<file path="config.mk">
export PLATFORM = sky130hd
export DESIGN_NAME = ex_shifter
export DESIGN_NICKNAME = d
export VERILOG_FILES = /design/src/rtl/ex_shifter_pkg.sv /design/src/rtl/ex_shift_step.sv /design/src/rtl/ex_shifter.sv
export SDC_FILE = /design/constraint.sdc
export NUM_CORES = 1
export LEC_CHECK = 0
export BUFFER_PORTS_ARGS = -buffer_cell sky130_fd_sc_hd__buf_2
export CAP_MARGIN = 0
export CORE_AREA = 2 2 99 77
export DETAILED_ROUTE_END_ITERATION = 10
export DIE_AREA = 0 0 101 79
export GPL_TIMING_DRIVEN = 0
export PLACE_DENSITY = 0.78
export SYNTH_ARGS = -nofsm -noshare
export SYNTH_HDL_FRONTEND = slang
export SYNTH_SLANG_ARGS = --single-unit
</file>
<file path="constraint.sdc">
create_clock -name clk -period 2.8 [get_ports clk]
set_clock_uncertainty 0.05 [all_clocks]
set_input_delay 0.14 -clock clk [delete_from_list [all_inputs] [get_ports clk]]
set_output_delay 0.14 -clock clk [all_outputs]
set_load 0.005 [all_outputs]
</file>
<file path="src/rtl/ex_shifter_pkg.sv">
// Shared definitions for the EX-stage iterative shifter: ALU op codes used
// by the shifter and the shifter FSM state encodings.
package ex_shifter_pkg;

   // ALU op codes for the shift family (same values the ALU result mux decodes)
   localparam logic [3:0] ALU_SLL = 4'h1;
   localparam logic [3:0] ALU_SRL = 4'h5;
   localparam logic [3:0] ALU_SRA = 4'hd;

   // Shifter FSM state encodings
   localparam logic [1:0] SH_IDLE = 2'd0;
   localparam logic [1:0] SH_RUN  = 2'd1;
   localparam logic [1:0] SH_DONE = 2'd2;

   // True for the op codes the shifter actually shifts on; anything else
   // passes the operand through unchanged.
   function automatic logic is_shift_op(input logic [3:0] op);
      return (op == ALU_SLL) || (op == ALU_SRL) || (op == ALU_SRA);
   endfunction

endpackage

</file>
<file path="src/rtl/ex_shift_step.sv">
// One step of the iterative shifter: shifts acc by n (0..STEP) positions
// in the direction and fill given by op. Purely combinational.
module ex_shift_step
   import ex_shifter_pkg::*;
#(
   parameter int STEP = 1
)
(
   input  logic [31:0] acc,
   input  logic [3:0]  n,
   input  logic [3:0]  op,
   output logic [31:0] res
);

   // One pre-shifted candidate per legal distance; a small mux picks one.
   logic [31:0] cand [0:STEP];

   genvar gi;
   generate
      for (gi = 0; gi <= STEP; gi++) begin : g_cand
         assign cand[gi] = (op == ALU_SLL) ? (acc << gi) :
                           (op == ALU_SRL) ? (acc >> gi) :
                           (op == ALU_SRA) ? $unsigned($signed(acc) >>> gi) :
                                             acc;
      end
   endgenerate

   // Select the candidate matching the requested distance (n never exceeds STEP)
   always_comb begin
      res = cand[0];
      for (int i = 1; i <= STEP; i++) begin
         if (n == 4'(i)) begin
            res = cand[i];
         end
      end
   end

endmodule

</file>
<file path="src/rtl/ex_shifter.sv">
// Multi-cycle iterative shifter for the EX stage. Shifts STEP bit positions
// per RUN cycle and presents the registered result on a one-cycle done
// pulse. STEP must be 1, 2, 4 or 8.
module ex_shifter
   import ex_shifter_pkg::*;
#(
   parameter int STEP = 1
)
(
   input  logic        clk,
   input  logic        rst,
   input  logic        start,
   input  logic        flush,
   input  logic [3:0]  alu_op,
   input  logic [31:0] a,
   input  logic [4:0]  shamt,
   output logic        busy,
   output logic        done,
   output logic [31:0] shift
);

   localparam logic [4:0] STEP_REM = 5'(STEP);

   logic [1:0]  state_reg, state_next;
   logic [31:0] acc_reg,   acc_next;
   logic [4:0]  rem_reg,   rem_next;
   logic [3:0]  op_reg,    op_next;
   logic [31:0] shift_reg, shift_next;

   logic [3:0]  step_n;
   logic [31:0] step_res;
   logic        last_step;

   // Distance for this cycle is min(STEP, rem); rem never goes below zero
   assign step_n    = (rem_reg < STEP_REM) ? rem_reg[3:0] : 4'(STEP);
   assign last_step = (rem_reg <= STEP_REM);

   ex_shift_step #(
      .STEP (STEP)
   ) u_step (
      .acc (acc_reg),
      .n   (step_n),
      .op  (op_reg),
      .res (step_res)
   );

   // Next-state, datapath and result-capture logic
   always_comb begin
      state_next = state_reg;
      acc_next   = acc_reg;
      rem_next   = rem_reg;
      op_next    = op_reg;
      shift_next = shift_reg;

      case (state_reg)
         SH_IDLE: begin
            // flush takes priority and drops a coincident start
            if (start && !flush) begin
               acc_next   = a;
               rem_next   = is_shift_op(alu_op) ? shamt : 5'd0;
               op_next    = alu_op;
               state_next = SH_RUN;
            end
         end

         SH_RUN: begin
            if (flush) begin
               state_next = SH_IDLE;
            end else begin
               acc_next = step_res;
               rem_next = rem_reg - 5'(step_n);
               if (last_step) begin
                  shift_next = step_res;
                  state_next = SH_DONE;
               end
            end
         end

         SH_DONE: begin
            if (flush) begin
               state_next = SH_IDLE;
            end else if (start) begin
               // back-to-back operation, no idle bubble
               acc_next   = a;
               rem_next   = is_shift_op(alu_op) ? shamt : 5'd0;
               op_next    = alu_op;
               state_next = SH_RUN;
            end else begin
               state_next = SH_IDLE;
            end
         end

         default: begin
            state_next = SH_IDLE;
         end
      endcase
   end

   // State and datapath registers with asynchronous clear
   always_ff @(posedge clk or posedge rst) begin
      if (rst) begin
         state_reg <= SH_IDLE;
         acc_reg   <= 32'h0;
         rem_reg   <= 5'd0;
         op_reg    <= 4'h0;
         shift_reg <= 32'h0;
      end else begin
         state_reg <= state_next;
         acc_reg   <= acc_next;
         rem_reg   <= rem_next;
         op_reg    <= op_next;
         shift_reg <= shift_next;
      end
   end

   assign busy  = (state_reg == SH_RUN);
   assign done  = (state_reg == SH_DONE);
   assign shift = shift_reg;

endmodule

</file>
After elaboration in Yosys (flattened, before gate mapping)
Index checks and enable logic that the tools add are counted.
Widths: inputs -> output; s select.

storage, ports and cells
  register bits after elaboration = 75
  memory bits (writable) = 0
  bits in latches = 0
  memory bits (read-only) = 0
  word-level logic and storage cells = 60
  input bits = 45
  memories = 0

operators by class
  multiplexer cells = 26
  $mul = 0
  shift operators = 0
  $add $sub $neg = 1
  reduce and logical (&&, ||, !) cells = 11
  div/mod/pow operators = 0
  equality and inequality tests = 14
  $lt $le $gt $ge = 2
  bitwise gates (word level) = 1

operator list
  kind                count
  $mux 32             7
  $pmux 32 s3         1
  $mux 31             1
  $mux 5              5
  $mux 4              4
  $pmux 5 s3          1
  $eq 4x1->1 const B  3
  $eq 4x3->1 const B  2
  $eq 4x4->1 const B  2
  $ne 2x2->1 const B  4
  $pmux 4 s2          1
  $mux 2              3
  $pmux 2 s3          1
  $le 5x1->1 const B  1
  $lt 5x1->1 const B  1
  $reduce_and 5->1    1
  $sub 5x4->5         1
  $reduce_and 4->1    1
  $ne 3x2->1 const B  1
  $reduce_and 3->1    1
  $reduce_bool 3->1   1
  $eq 2x1->1 const B  1
  $eq 2x2->1 const B  1
  $logic_not 2->1     1
  7 further kinds     9

Depth between registers and ports, before layout
  word-level depth = 7
  mapped depth = 7
  gate-level depth less buffers = 7

By module
From an unflattened synthesis, not the netlist that was laid out.

second synthesis, totals
  cells, all modules = 458
  area, all modules = 4,434.3 sq um

by module, submodules not included
  module         instances  area each (sq um)  cells each
  ex_shifter     1          3,329.4            301
  ex_shift_step  1          1,104.8            157

Worst setup path after synthesis
OpenSTA, ideal clock, no wires.

  path kind = reg2reg
  from = reg op_reg[3]
  to = reg acc_reg[16]
  arrival = 1.536 ns
  buffers on the path = 2
  stages on the path, launching flop included = 7
  period minus slack after synthesis = 1.707 ns
  setup time = 0.121 ns
  path slack = 1.093 ns
  cell sequence = dfrtp_1 > or4b_1 > buf_2 > buf_6 > o22ai_1 > o21ai_1 > o22a_1

on the way
  cells in the longest elaborated chain, start to end = 7

RTL lines
  what                    RTL line             text
  from (decl)             ex_shifter.sv:27     logic [3:0] op_reg, op_next;
  from (signal assigned)  ex_shifter.sv:111    op_reg <= op_next;
  $eq 4x4->1              -
  $mux 31                 ex_shift_step.sv:23  (op == ALU_SRA) ? $unsigned($signed(acc) >>> gi) :
  $mux 32                 ex_shift_step.sv:22  (op == ALU_SRL) ? (acc >> gi) :
  $mux 32 *               ex_shift_step.sv:21  assign cand[gi] = (op == ALU_SLL) ? (acc << gi) :
  $mux 32 *               ex_shift_step.sv:32  if (n == 4'(i)) begin
  $mux 32 *               ex_shifter.sv:67     if (flush) begin
  $pmux 32 s3 *           ex_shifter.sv:55     case (state_reg)
  to (signal assigned)    ex_shifter.sv:109    acc_reg <= acc_next;
  to (decl)               ex_shifter.sv:25     logic [31:0] acc_reg, acc_next;

Every way passes the cells marked *; elsewhere a longest branch is shown, timed or not. The select of a mux whose other input is x is not followed.
A chain may end at the register's enable or synchronous reset.

Worst setup path after layout
  from = reg op_reg[1]
  to = reg shift_reg[5], in the netlist shift[5]

on the way
  cells in the longest elaborated chain, start to end = 5

RTL lines
  what                  RTL line             text
  $eq 4x4->1            -
  $mux 31               ex_shift_step.sv:23
  $mux 32               ex_shift_step.sv:22
  $mux 32 *             ex_shift_step.sv:21
  $mux 32 *             ex_shift_step.sv:32
  to (signal assigned)  ex_shifter.sv:112    shift_reg <= shift_next;
  to (decl)             ex_shifter.sv:28     logic [31:0] shift_reg, shift_next;

Every way passes the cells marked *; elsewhere a longest branch is shown, timed or not.

==> impl_table.tex <==
\begin{tabular}{lr}
\hline
Metric & Value \\
\hline
\multicolumn{2}{l}{\textbf{Logic synthesis}} \\
\quad Most frequently used flop master after synthesis & sky130\_fd\_sc\_hd\_\_dfrtp\_1 \\
\quad Dominant cell by count in the synthesized netlist & sky130\_fd\_sc\_hd\_\_dfrtp\_1 \\
\quad Number of synthesized flops with an enable pin & 0 \\
\quad Yosys top cell area share & 0.512 \\
\quad Top post-synthesis cells by count & 75 x sky130\_fd\_sc\_hd\_\_dfrtp\_1, 59 x sky130\_fd\_sc\_hd\_\_o22ai\_1, 31 x sky130\_fd\_sc\_hd\_\_a31oi\_1, 31 x sky130\_fd\_sc\_hd\_\_nand2\_1 \\
\quad Cell count after synthesis & 365 \\
\quad Ys async rst share & 1.00 \\
\quad Number of nets produced by synthesis & approximately 410 \\
\quad Register bit count reported by yosys & 75 \\
\quad Synth area leader & sky130\_fd\_sc\_hd\_\_dfrtp\_1 \\
\quad Netlist cell types & 39 \\
\quad Post-synth design cell area & 0.00367 mm\^{}2 \\
\quad Synthesized area per cell & between 10 and 15 um\^{}2 \\
\quad Sequential cell area fraction in the yosys report & 0.512 \\
\quad Largest cells by area after synthesis & sky130\_fd\_sc\_hd\_\_dfrtp\_1 51\%, sky130\_fd\_sc\_hd\_\_o22ai\_1 10\%, sky130\_fd\_sc\_hd\_\_o22a\_1 7.2\%, sky130\_fd\_sc\_hd\_\_a31oi\_1 5.3\%, sky130\_fd\_sc\_hd\_\_o21ai\_1 4.1\% \\
\quad Number of warnings reported in the yosys synthesis log & 0 \\
\multicolumn{2}{l}{\textbf{Timing}} \\
\quad RSZ-0062 raised after global routing & false \\
\quad Top achievable clock speed & 0.492 GHz \\
\quad Final hold violations & 0 \\
\quad Hold slack & 21.4 ps \\
\quad Slew HR & 0.636 \\
\quad Post-route clock period utilization & 0.726 \\
\quad Final count of pins violating max slew & 0 \\
\quad Worst Tran Pin Value & 544 ps \\
\quad Minimum clock period after layout & 2030 ps \\
\quad Final number of setup-violating endpoints & 0 \\
\multicolumn{2}{l}{\textbf{Run}} \\
\quad Max-capacitance violation count & 0 \\
\multicolumn{2}{l}{\textbf{GRT}} \\
\quad Congestion Overflow GR & 0 \\
\quad Via count of the first global-routing pass & around 3300 \\
\quad Global-route usage over all layers & 0.255 \\
\quad Wire length of the first global-routing pass & 16.0 mm \\
\quad Antenna violations before repair & 0 \\
\quad Maximum number of pins on one net before global-route repair & 51 \\
\multicolumn{2}{l}{\textbf{Drt}} \\
\quad Starting DRT DRC Count & 341 \\
\quad Vias/cell & approximately 6.4 \\
\quad Number of nets still failing antenna checks after routing & 0 \\
\quad Final wirelength & approximately 10 mm \\
\quad DRC violation count after routing & 0 \\
\quad Routed wire length per instance & 17.9 um \\
\quad Routed via count & 3524 \\
\quad Count of TritonRoute iterations in the first routing pass & 5 \\
\multicolumn{2}{l}{\textbf{Critical path}} \\
\quad Critical Setup Path Class & reg2reg \\
\quad Sequence of cells on the critical path & nand2b\_1, o311ai\_1, clkbuf\_1, o22ai\_1, a31oi\_1 \\
\quad Data required time at the worst endpoint & a little over 3000 ps \\
\quad Cell with the largest stage delay on the worst path & sky130\_fd\_sc\_hd\_\_o311ai\_1 \\
\quad CP bufs+invs & 1 \\
\quad Reg-to-reg slack, setup & around 770 ps \\
\quad CP arrival & 2250 ps \\
\quad Element type at the critical path end & register \\
\quad Sort of element at the start of the critical path & register \\
\quad Max stage delay on crit path & 490 ps \\
\quad Cell class contributing the biggest share of worst-path delay & compound AO/OA/AOI/OAI gates \\
\quad Maximum fanout count along the critical path & 10 \\
\multicolumn{2}{l}{\textbf{Floorplan}} \\
\quad Cell row count & 27 \\
\quad Die Height & 79 um \\
\quad Area of the placeable core & roughly 0.007 mm\^{}2 \\
\quad Starting density of the core & 0.517 \\
\quad Die width & 101 um \\
\quad Die outline area & around 0.0080 mm\^{}2 \\
\quad Number of top-level design ports & 79 \\
\multicolumn{2}{l}{\textbf{Final layout}} \\
\quad Antenna diode count & 0 \\
\quad Share of final-layout standard cells stronger than drive strength 1 & 0.284 \\
\quad Post-layout util & 0.625 \\
\quad Layout overhead on the synthesized area & 20.8\% \\
\quad Final nets & 506 \\
\multicolumn{2}{l}{\textbf{Clock tree}} \\
\quad Clock latency on the worst-skew pair & 360 ps \\
\quad CTS tree & yes \\
\quad Buffer type at the clock tree root & sky130\_fd\_sc\_hd\_\_clkbuf\_8 \\
\quad Number of clock sinks seen by CTS & 75 \\
\quad Max H-tree Level & 3 \\
\quad Clock transition time at the flip-flop clock pins of the worst setup and hold paths & 80 ps \\
\quad Number of buffers between clock root and the deepest sink & 2 \\
\quad Clock buffers created by TritonCTS & 9 \\
\multicolumn{2}{l}{\textbf{Placed design}} \\
\quad Number of port buffers & 78 \\
\quad Detailed placement HPWL & around 6.9 mm \\
\quad Weighted congestion at the end of routability-driven global placement & between 0.8 and 0.9 \\
\multicolumn{2}{l}{\textbf{Pwr}} \\
\quad Total chip power & 4.76 mW \\
\quad Power Dens Cells & 1070 mW/mm\^{}2 \\
\quad Peak ir drop on the vdd network & about 0.00049 V \\
\quad Leak Pwr & 1.94 nW \\
\multicolumn{2}{l}{\textbf{Hold path}} \\
\quad Worst min-delay path category & in2reg \\
\multicolumn{2}{l}{\textbf{Outcome}} \\
\quad Result of the run & finished clean \\
\hline
\end{tabular}
==> power breakdown <==
part	leakage [nW]	internal, mW	switching, mW
sequential	0.859	1.60	0.496
combinational	0.981	0.918	0.935
clock	0.0971	0.409	0.402
total	1.94	2.93	1.83
==> cells by family (layout without fill, tap and decap cells) <==
family                   count (synthesis)  after routing  synth area share
flip-flops                              75             75             0.512
adder cells (fa/ha/maj)                  1              1           0.00341
buffers and inverters                   44            144            0.0600
AO/OA/AOI/OAI                          177            177             0.319
AND/OR/NAND/NOR                         61             61            0.0859
multiplexers                             7              7            0.0205
==> path summary, 6_finish.rpt <==
check / startpoint / to / depth (start not counted)
setup / recovery: op_reg[1] / shift[5] / 5
hold / removal: shamt[2] / rem_reg[2] / 3
setup reg to reg: op_reg[1] / shift[5] / 5
hold reg to reg: shift[0] / shift[0] / 2
max in group asynchronous: rst / rem_reg[4] / 4
min in group asynchronous: rst / shift[11] / 3
==> worst reg2reg max path, stage by stage, from the launching register on <==
cell                       delay, ps
sky130_fd_sc_hd__dfrtp_1         410
sky130_fd_sc_hd__nand2b_1        200
sky130_fd_sc_hd__o311ai_1        490
sky130_fd_sc_hd__clkbuf_1        450
sky130_fd_sc_hd__o22ai_1         170
sky130_fd_sc_hd__a31oi_1         180
==> final cells by class <==
class | count | area (um^2)
fill | 595 | 2660
sequential | 75 | 1880
multi-input combinational | 246 | 1570
timing repair buffer | 84 | 468
buffer | 36 | 190
clock buffer | 11 | 131
tap | 87 | 109
clock inverter | 5 | 53.8
inverter | 8 | 32.5
==> layer usage <==
metal	share of wire	up-vias	global-route usage
met5	0	-	0
met2	0.44	203	0.376
met3	0.084	22	0.0669
met4	0.018	0	0.0838
li1	-	1607	-
met1	0.45	1692	0.369
==> per-stage QoR <==
step           setup WS [ps]  TNS [ps]  std cells  cell area, um^2
2_1_floorplan            700         0        365             3670
3_3_place_gp            -184    -13680        530             4170
3_5_place_dp             789         0        531             4200
4_1_cts                  782         0        552             4430
5_1_grt                  633         0        552             4430
6_report                 767         0        552             4430
==> cells in the final DEF (no fill, tap or decap), types with 5 or more instances in the layout <==
cell,synthesis,final
sky130_fd_sc_hd__o22ai_1,59,59
sky130_fd_sc_hd__o21ai_1,30,30
sky130_fd_sc_hd__dfrtp_1,75,75
sky130_fd_sc_hd__buf_2,19,97
sky130_fd_sc_hd__inv_1,8,7
sky130_fd_sc_hd__a31oi_1,31,31
sky130_fd_sc_hd__a21oi_1,7,7
sky130_fd_sc_hd__o22a_1,30,30
sky130_fd_sc_hd__nand2_1,31,31
sky130_fd_sc_hd__clkbuf_1,6,8
sky130_fd_sc_hd__buf_1,5,5
sky130_fd_sc_hd__clkbuf_8,0,9
sky130_fd_sc_hd__dlygate4sd3_1,0,5
sky130_fd_sc_hd__o21ai_0,6,6
sky130_fd_sc_hd__nor2_1,8,8
==> timing repair <==
| item | 4_1_cts | 5_1_grt |
|---|---|---|
| setup buffers | 0 | 0 |
| hold buffers | 5 | 0 |
| resized for setup | 0 | 0 |
| endpoints found under the hold margin | 29 | 0 |
Power figures use the tool's default switching activity.
